<file path="config.mk">
export PLATFORM = sky130hd
export DESIGN_NAME = branch_redirect_ctrl
export DESIGN_NICKNAME = d
export VERILOG_FILES = /design/src/rtl/branch_redirect_ctrl.sv
export SDC_FILE = /design/constraint.sdc
export NUM_CORES = 1
export LEC_CHECK = 0
export CAP_MARGIN = 20
export CORE_UTILIZATION = 50
export DETAILED_ROUTE_END_ITERATION = 12
export GPL_ROUTABILITY_DRIVEN = 0
export GPL_TIMING_DRIVEN = 0
export MAX_ROUTING_LAYER = met4
export PLACE_DENSITY = 0.86
export SYNTH_ARGS = -nofsm -noshare
export SYNTH_HDL_FRONTEND = slang
export SYNTH_SLANG_ARGS = --single-unit
</file>
<file path="constraint.sdc">
create_clock -name clk -period 4.2 [get_ports clk]
set_input_delay 0.84 -clock clk [delete_from_list [all_inputs] [get_ports clk]]
set_output_delay 0.84 -clock clk [all_outputs]
set_load 0.02 [all_outputs]
</file>
<file path="src/rtl/branch_redirect_ctrl.sv">
// Branch redirect sequencer: after an EXE-stage branch resolves taken, latches the
// target, issues a one-cycle PC select plus pipeline flushes, and tracks branch stats.
module branch_redirect_ctrl #(
  parameter int FLUSH_CYCLES = 1,
  parameter int CNT_W        = 16
) (
  input  logic             clk,
  input  logic             rst_n,
  input  logic             i_exe_valid,
  input  logic [1:0]       i_br_type,
  input  logic             i_br_taken,
  input  logic [31:0]      i_br_target,
  input  logic             i_freeze,
  input  logic             i_clr_stats,
  output logic             o_pc_sel,
  output logic [31:0]      o_pc_target,
  output logic             o_flush_if_id,
  output logic             o_flush_id_exe,
  output logic             o_busy,
  output logic [CNT_W-1:0] o_br_count,
  output logic [CNT_W-1:0] o_taken_count,
  output logic [1:0]       o_state
);

  typedef enum logic [1:0] {
    S_IDLE     = 2'd0,
    S_HOLD     = 2'd1,
    S_REDIRECT = 2'd2,
    S_FLUSH    = 2'd3
  } state_t;

  localparam logic [3:0]       FLUSH_INIT = 4'(FLUSH_CYCLES);
  localparam logic [CNT_W-1:0] CNT_MAX    = '1;

  state_t           r_state;
  logic [3:0]       r_cnt;
  logic [31:0]      r_pc_target;
  logic [CNT_W-1:0] r_br_count;
  logic [CNT_W-1:0] r_taken_count;

  logic w_take;
  logic w_idle;
  logic w_br_inc;
  logic w_taken_inc;

  // JUMP is taken unconditionally; BEZ/BNE follow the condition check.
  assign w_take      = i_exe_valid & ((i_br_type == 2'b11) | ((i_br_type != 2'b00) & i_br_taken));
  assign w_idle      = (r_state == S_IDLE);
  // A frozen resolution is counted only when it is accepted into HOLD.
  assign w_br_inc    = w_idle & i_exe_valid & (i_br_type != 2'b00) & (~i_freeze | w_take);
  assign w_taken_inc = w_idle & w_take;

  always_ff @(posedge clk or negedge rst_n) begin
    if (!rst_n) begin
      r_state     <= S_IDLE;
      r_cnt       <= 4'd0;
      r_pc_target <= 32'd0;
    end else begin
      case (r_state)
        S_IDLE: begin
          if (w_take) begin
            r_pc_target <= i_br_target;
            r_state     <= i_freeze ? S_HOLD : S_REDIRECT;
          end
        end
        S_HOLD: begin
          if (!i_freeze) r_state <= S_REDIRECT;
        end
        S_REDIRECT: begin
          if (!i_freeze) begin
            if (FLUSH_CYCLES == 0) begin
              r_state <= S_IDLE;
            end else begin
              r_state <= S_FLUSH;
              r_cnt   <= FLUSH_INIT;
            end
          end
        end
        S_FLUSH: begin
          if (!i_freeze) begin
            r_cnt <= r_cnt - 4'd1;
            if (r_cnt <= 4'd1) r_state <= S_IDLE;
          end
        end
        default: r_state <= S_IDLE;
      endcase
    end
  end

  // Statistics saturate; a clear beats a same-cycle increment.
  always_ff @(posedge clk or negedge rst_n) begin
    if (!rst_n) begin
      r_br_count    <= '0;
      r_taken_count <= '0;
    end else if (i_clr_stats) begin
      r_br_count    <= '0;
      r_taken_count <= '0;
    end else begin
      if (w_br_inc && (r_br_count != CNT_MAX))       r_br_count    <= r_br_count + 1'b1;
      if (w_taken_inc && (r_taken_count != CNT_MAX)) r_taken_count <= r_taken_count + 1'b1;
    end
  end

  assign o_pc_sel       = (r_state == S_REDIRECT);
  assign o_flush_id_exe = (r_state == S_REDIRECT);
  assign o_flush_if_id  = (r_state == S_REDIRECT) | (r_state == S_FLUSH);
  assign o_busy         = (r_state != S_IDLE);
  assign o_pc_target    = r_pc_target;
  assign o_br_count     = r_br_count;
  assign o_taken_count  = r_taken_count;
  assign o_state        = r_state;

endmodule

</file>
Yosys cells after proc, flatten, opt, wreduce, memory -nomap -nowiden. Index checks and enable logic that the tools add are counted.

Bits in registers: 70. Latch bits: 0. RAM bits: 0. Memory bits (read-only): 0. Output and inout port bits: 70. Memories: 0.

Add/subtract/negate cells: 3. Multiply operators: 0. Div/mod/pow operators: 0. $lt $le $gt $ge: 1. Equality and inequality tests: 11. Shifts and indexed selects: 0. Multiplexer cells: 14. Bitwise logic cells: 10. Reduce and logical (&&, ||, !) cells: 11.

Operators by type and width (count): 16-bit 2-to-1 mux (4); 16-bit by 1-bit adder with 16-bit output (second input constant) (2); 16-bit inequality test (second input constant) (2); 2-bit 2-to-1 mux (6); 2-bit inequality test (second input constant) (5); 2-bit nonzero test (5); 4-bit 2-to-1 mux (2); 2-bit one-hot mux with 4 select lines (1); 4-bit one-hot mux with 2 select lines (1); 1-bit bitwise AND (6); 2-bit == test (second input constant) (3); 5-bit AND reduction (1); 4-bit by 1-bit less-or-equal comparator with 1-bit output (second input constant) (1); 4-bit by 1-bit subtractor with 4-bit output (second input constant) (1); 1-bit bitwise OR (3); 3-bit AND reduction (1); 2-bit by 1-bit == test with 1-bit output (second input constant) (1); 1-bit logical AND (2); 2-bit zero test (1); 2-bit AND reduction (1); 1-bit NOT (1).

Longest topological paths before layout.
Depth in word-level cells: 9. Depth in mapped cells: 8. Depth with buffers taken out: 7.

Worst setup path after synthesis. OpenSTA, ideal clock, no wires.

Kind: input to register. From: input port i_freeze. To: register r_br_count[5], in the netlist o_br_count[5]. Arrival: 2.157 ns. Required time: 4.122 ns. Path slack: 1.965 ns. Stages on the path: 7. Path buffers: 2. Cell sequence: nor2b_1 o21a_1 buf_6 or3b_1 buf_2 or3_1 a21oi_1.

Word-level cells in the longest chain between the ends: 5.

Ends and longest elaborated chain: from (decl) (line 13) `input logic i_freeze,`; 1-bit NOT (line 50) `assign w_br_inc = w_idle & i_exe_valid & (i_br_type != 2'b00) & (~i_freeze | w_take);`; 1-bit bitwise OR (line 50); 1-bit bitwise AND (line 50); 1-bit logical AND (line 99) `if (w_br_inc && (r_br_count != CNT_MAX)) r_br_count <= r_br_count + 1'b1;`; 2-bit nonzero test (no line); to (signal assigned) (line 99); to (decl) (line 38) `logic [CNT_W-1:0] r_br_count;`.

No other way between the ends. A chain may end at the register's enable or synchronous reset.

Worst setup path after layout.
From: register r_state[0], in the netlist o_state[0]. To: output port o_flush_if_id.

Word-level cells in the longest chain between the ends: 2.

Ends and longest elaborated chain: from (decl) (line 35) `state_t r_state;`; from (signal assigned) (line 63) `r_state <= i_freeze ? S_HOLD : S_REDIRECT;`; 2-bit == test (line 106) `assign o_flush_if_id = (r_state == S_REDIRECT) | (r_state == S_FLUSH);`; 1-bit bitwise OR (*) (line 106); to (decl) (line 17) `output logic o_flush_if_id,`.

Mark *: on every way between the ends. The rest lies on a longest branch, timed or not.

==> impl_metrics.json <==
{
  "final_cell_mix": "clkdlybuf4s50_1, dfrtp_1, mux2_2",
  "crit_slowest_cell": "clkdlybuf4s50_1",
  "irDropWorstVdd_mv": 0.500,
  "synth.net_count": 347,
  "holdBufCountCts": 0,
  "insertion_delay_ns": 0.34,
  "yosysWarnings": 0,
  "syn_area_per_cell_um2": 11.2,
  "dp_hpwl_mm": 5.96,
  "remaining_drc_errors": 0,
  "tns_ns": 0,
  "hold_viol": 0,
  "netlist.area_leader.share_pct": 52.5,
  "antenna_found_initial": 0,
  "p_total_mw": 2.70,
  "fin_nets": 467,
  "cts_root_buffer": "clkbuf_8",
  "drt_iter0_markers": 142,
  "cts.repair.resized": 0,
  "path_cells": "inv_1, ha_1, or2_2, clkdlybuf4s50_1",
  "antenna_cells": 0,
  "via_per_inst": 5.46,
  "synth_edf_count": 0,
  "core_um2": 6390,
  "die_w_um": 83.7,
  "fillCellCount": 445,
  "die_h_um": 83.7,
  "cts_buffers": 9,
  "mostFrequentLayoutCell": "clkdlybuf4s50_1",
  "cp-start-kind": "flop",
  "drive_above_1_share_pct": 14.2,
  "power.density_nw_per_um2": 568,
  "rows": 29,
  "fin_ws_ns": 1.39,
  "vias": 2737,
  "end_kind": "output pin",
  "grt_util_met3_pct": 4.75,
  "final.setup_skew_ns": 0.00589,
  "wirelength_mm": 8.11,
  "ys_ff_latch": 70,
  "grt_pass1_wl_mm": 13.3,
  "initial_utilization_pct": 52.3,
  "max_slew_margin_pct": 43.2,
  "netlist_instances": 299,
  "period_minus_slack_ns": 2.81,
  "stdcell_count": 501,
  "htree_levels": 3,
  "dpl-instance-area_um2": 4520,
  "path_clk_slew_ns": 0.07,
  "cp_num_buf_inv": 2,
  "setup_viol": 0,
  "use_met1_pct": 30.0,
  "worstSetupPathType": "flop to output pin",
  "synth_area_leader_cell": "dfrtp_1",
  "clockBufferDepth": 2,
  "cp.required_ns": 3.36,
  "maxCapViolations": 0,
  "holdWs_ns": 0.507,
  "seq_area_frac_synth_pct": 52.5,
  "grt_start_max_net_pins": 71,
  "use_met2_pct": 41.5,
  "track_usage_pct": 24.9,
  "status": "finished clean",
  "drt-pass1-iter-count": 4,
  "die_area_um2": 7010,
  "io_buffer_count": 109,
  "avgRoutedWirePerCell_um": 16.2,
  "synth_area_leaders": "dfrtp_1, mux2_2, xor2_1",
  "rsz0062_at_grt": "false",
  "busiest_layer": "met2",
  "path_delay_family": "buffers and inverters",
  "tritoncts": "yes",
  "cts_setup_buffers": 0,
  "p_leak_nw": 1.99,
  "async_flop_share_pct": 100,
  "drv_slew": 0,
  "syn_area_um2": 3340,
  "tightestPinTransition_ns": 0.852,
  "ant_nets": 0,
  "synth_flop_cell": "dfrtp_1",
  "fin_util_pct": 74.5,
  "clock.fmax_mhz": 356,
  "dp_cells": 485,
  "cts.sinks": 70,
  "ys_types": 44,
  "synthToLayoutAreaGrowth_pct": 42.5,
  "gr-total-overflow": 0,
  "slowest_delay_ns": 0.54,
  "pre_cts_ws_ns": 1.25,
  "rrSetupSlack_ns": 1.82,
  "critPathMaxFanout": 5,
  "cp_data_arrival_time_ns": 1.97,
  "design_area_um2": 4760,
  "period_share_pct": 66.9,
  "num_io_pins": 110,
  "worstHoldPathType": "flop to flop",
  "first_global_vias": 2723
}
## per-layer routing
| layer | routed length [um] | share of wire, % | vias to the layer above |
|---|---|---|---|
| met5 | 0 | 0 | - |
| met4 | 86 | 1.1 | 0 |
| met3 | 440 | 5.4 | 8 |
| met2 | 4050 | 50 | 102 |
| met1 | 3530 | 44 | 1329 |
| li1 | - | - | 1298 |
## synthesized netlist by cell type (4+ instances only)
cell       n
mux2i_1    7
o21ai_0   13
or3_1      7
and4_1     6
nor4_1     6
o211ai_1   5
mux2_2    32
inv_1      9
nand3_1    9
dfrtp_1   70
xnor2_1    6
and3_1     5
nand2_1   15
nor2_1    29
xor2_1    13
ha_1       8
buf_2      5
a21oi_1   10
nor3_1     4
nand4_1    7
## kinds of logic after synthesis
group	Yosys count	share of synthesized area, %
compound gates	36	6.41
xor+xnor	19	4.98
fa+ha+maj	9	3.30
buf+inv	19	2.66
flops	70	52.5
mux	39	12.9
simple gates	107	17.3
## path summary, 6_finish.rpt
path	start	endpoint	depth (start not counted)
max	o_state[0]	o_flush_if_id	4
min	o_pc_target[25]	o_pc_target[25]	1
max reg2reg	o_state[0]	o_br_count[9]	8
min reg2reg	o_pc_target[25]	o_pc_target[25]	1
max in group asynchronous	rst_n	o_pc_target[0]	1
min in group asynchronous	rst_n	o_br_count[11]	1
## flip-flops by register name (all words and copies together), names as in the netlist
| register | count |
|---|---|
| r_cnt | 4 |
| o_taken_count | 16 |
| o_state | 2 |
| o_br_count | 16 |
| o_pc_target | 32 |
## report_power, final
group	total (mW)	switching, mW	leakage [nW]	internal (mW)
Combinational	1.11	0.532	0.969	0.576
Sequential	0.977	0.117	0.904	0.860
Clock	0.615	0.248	0.116	0.367
## area by class of cell
class                           instances  area [um^2]  share of cell area (%)
Buffer                                 10         55.1                    1.16
Clock buffer                           11          151                    3.18
Clock inverter                          5         81.3                    1.71
Inverter                                9         33.8                   0.710
Multi-Input combinational cell        210         1500                    31.5
Sequential cell                        70         1750                    36.8
Tap cell                               77         96.3                    2.03
Timing Repair Buffer                  109         1090                    22.9
(Power assumes the default switching activity.)
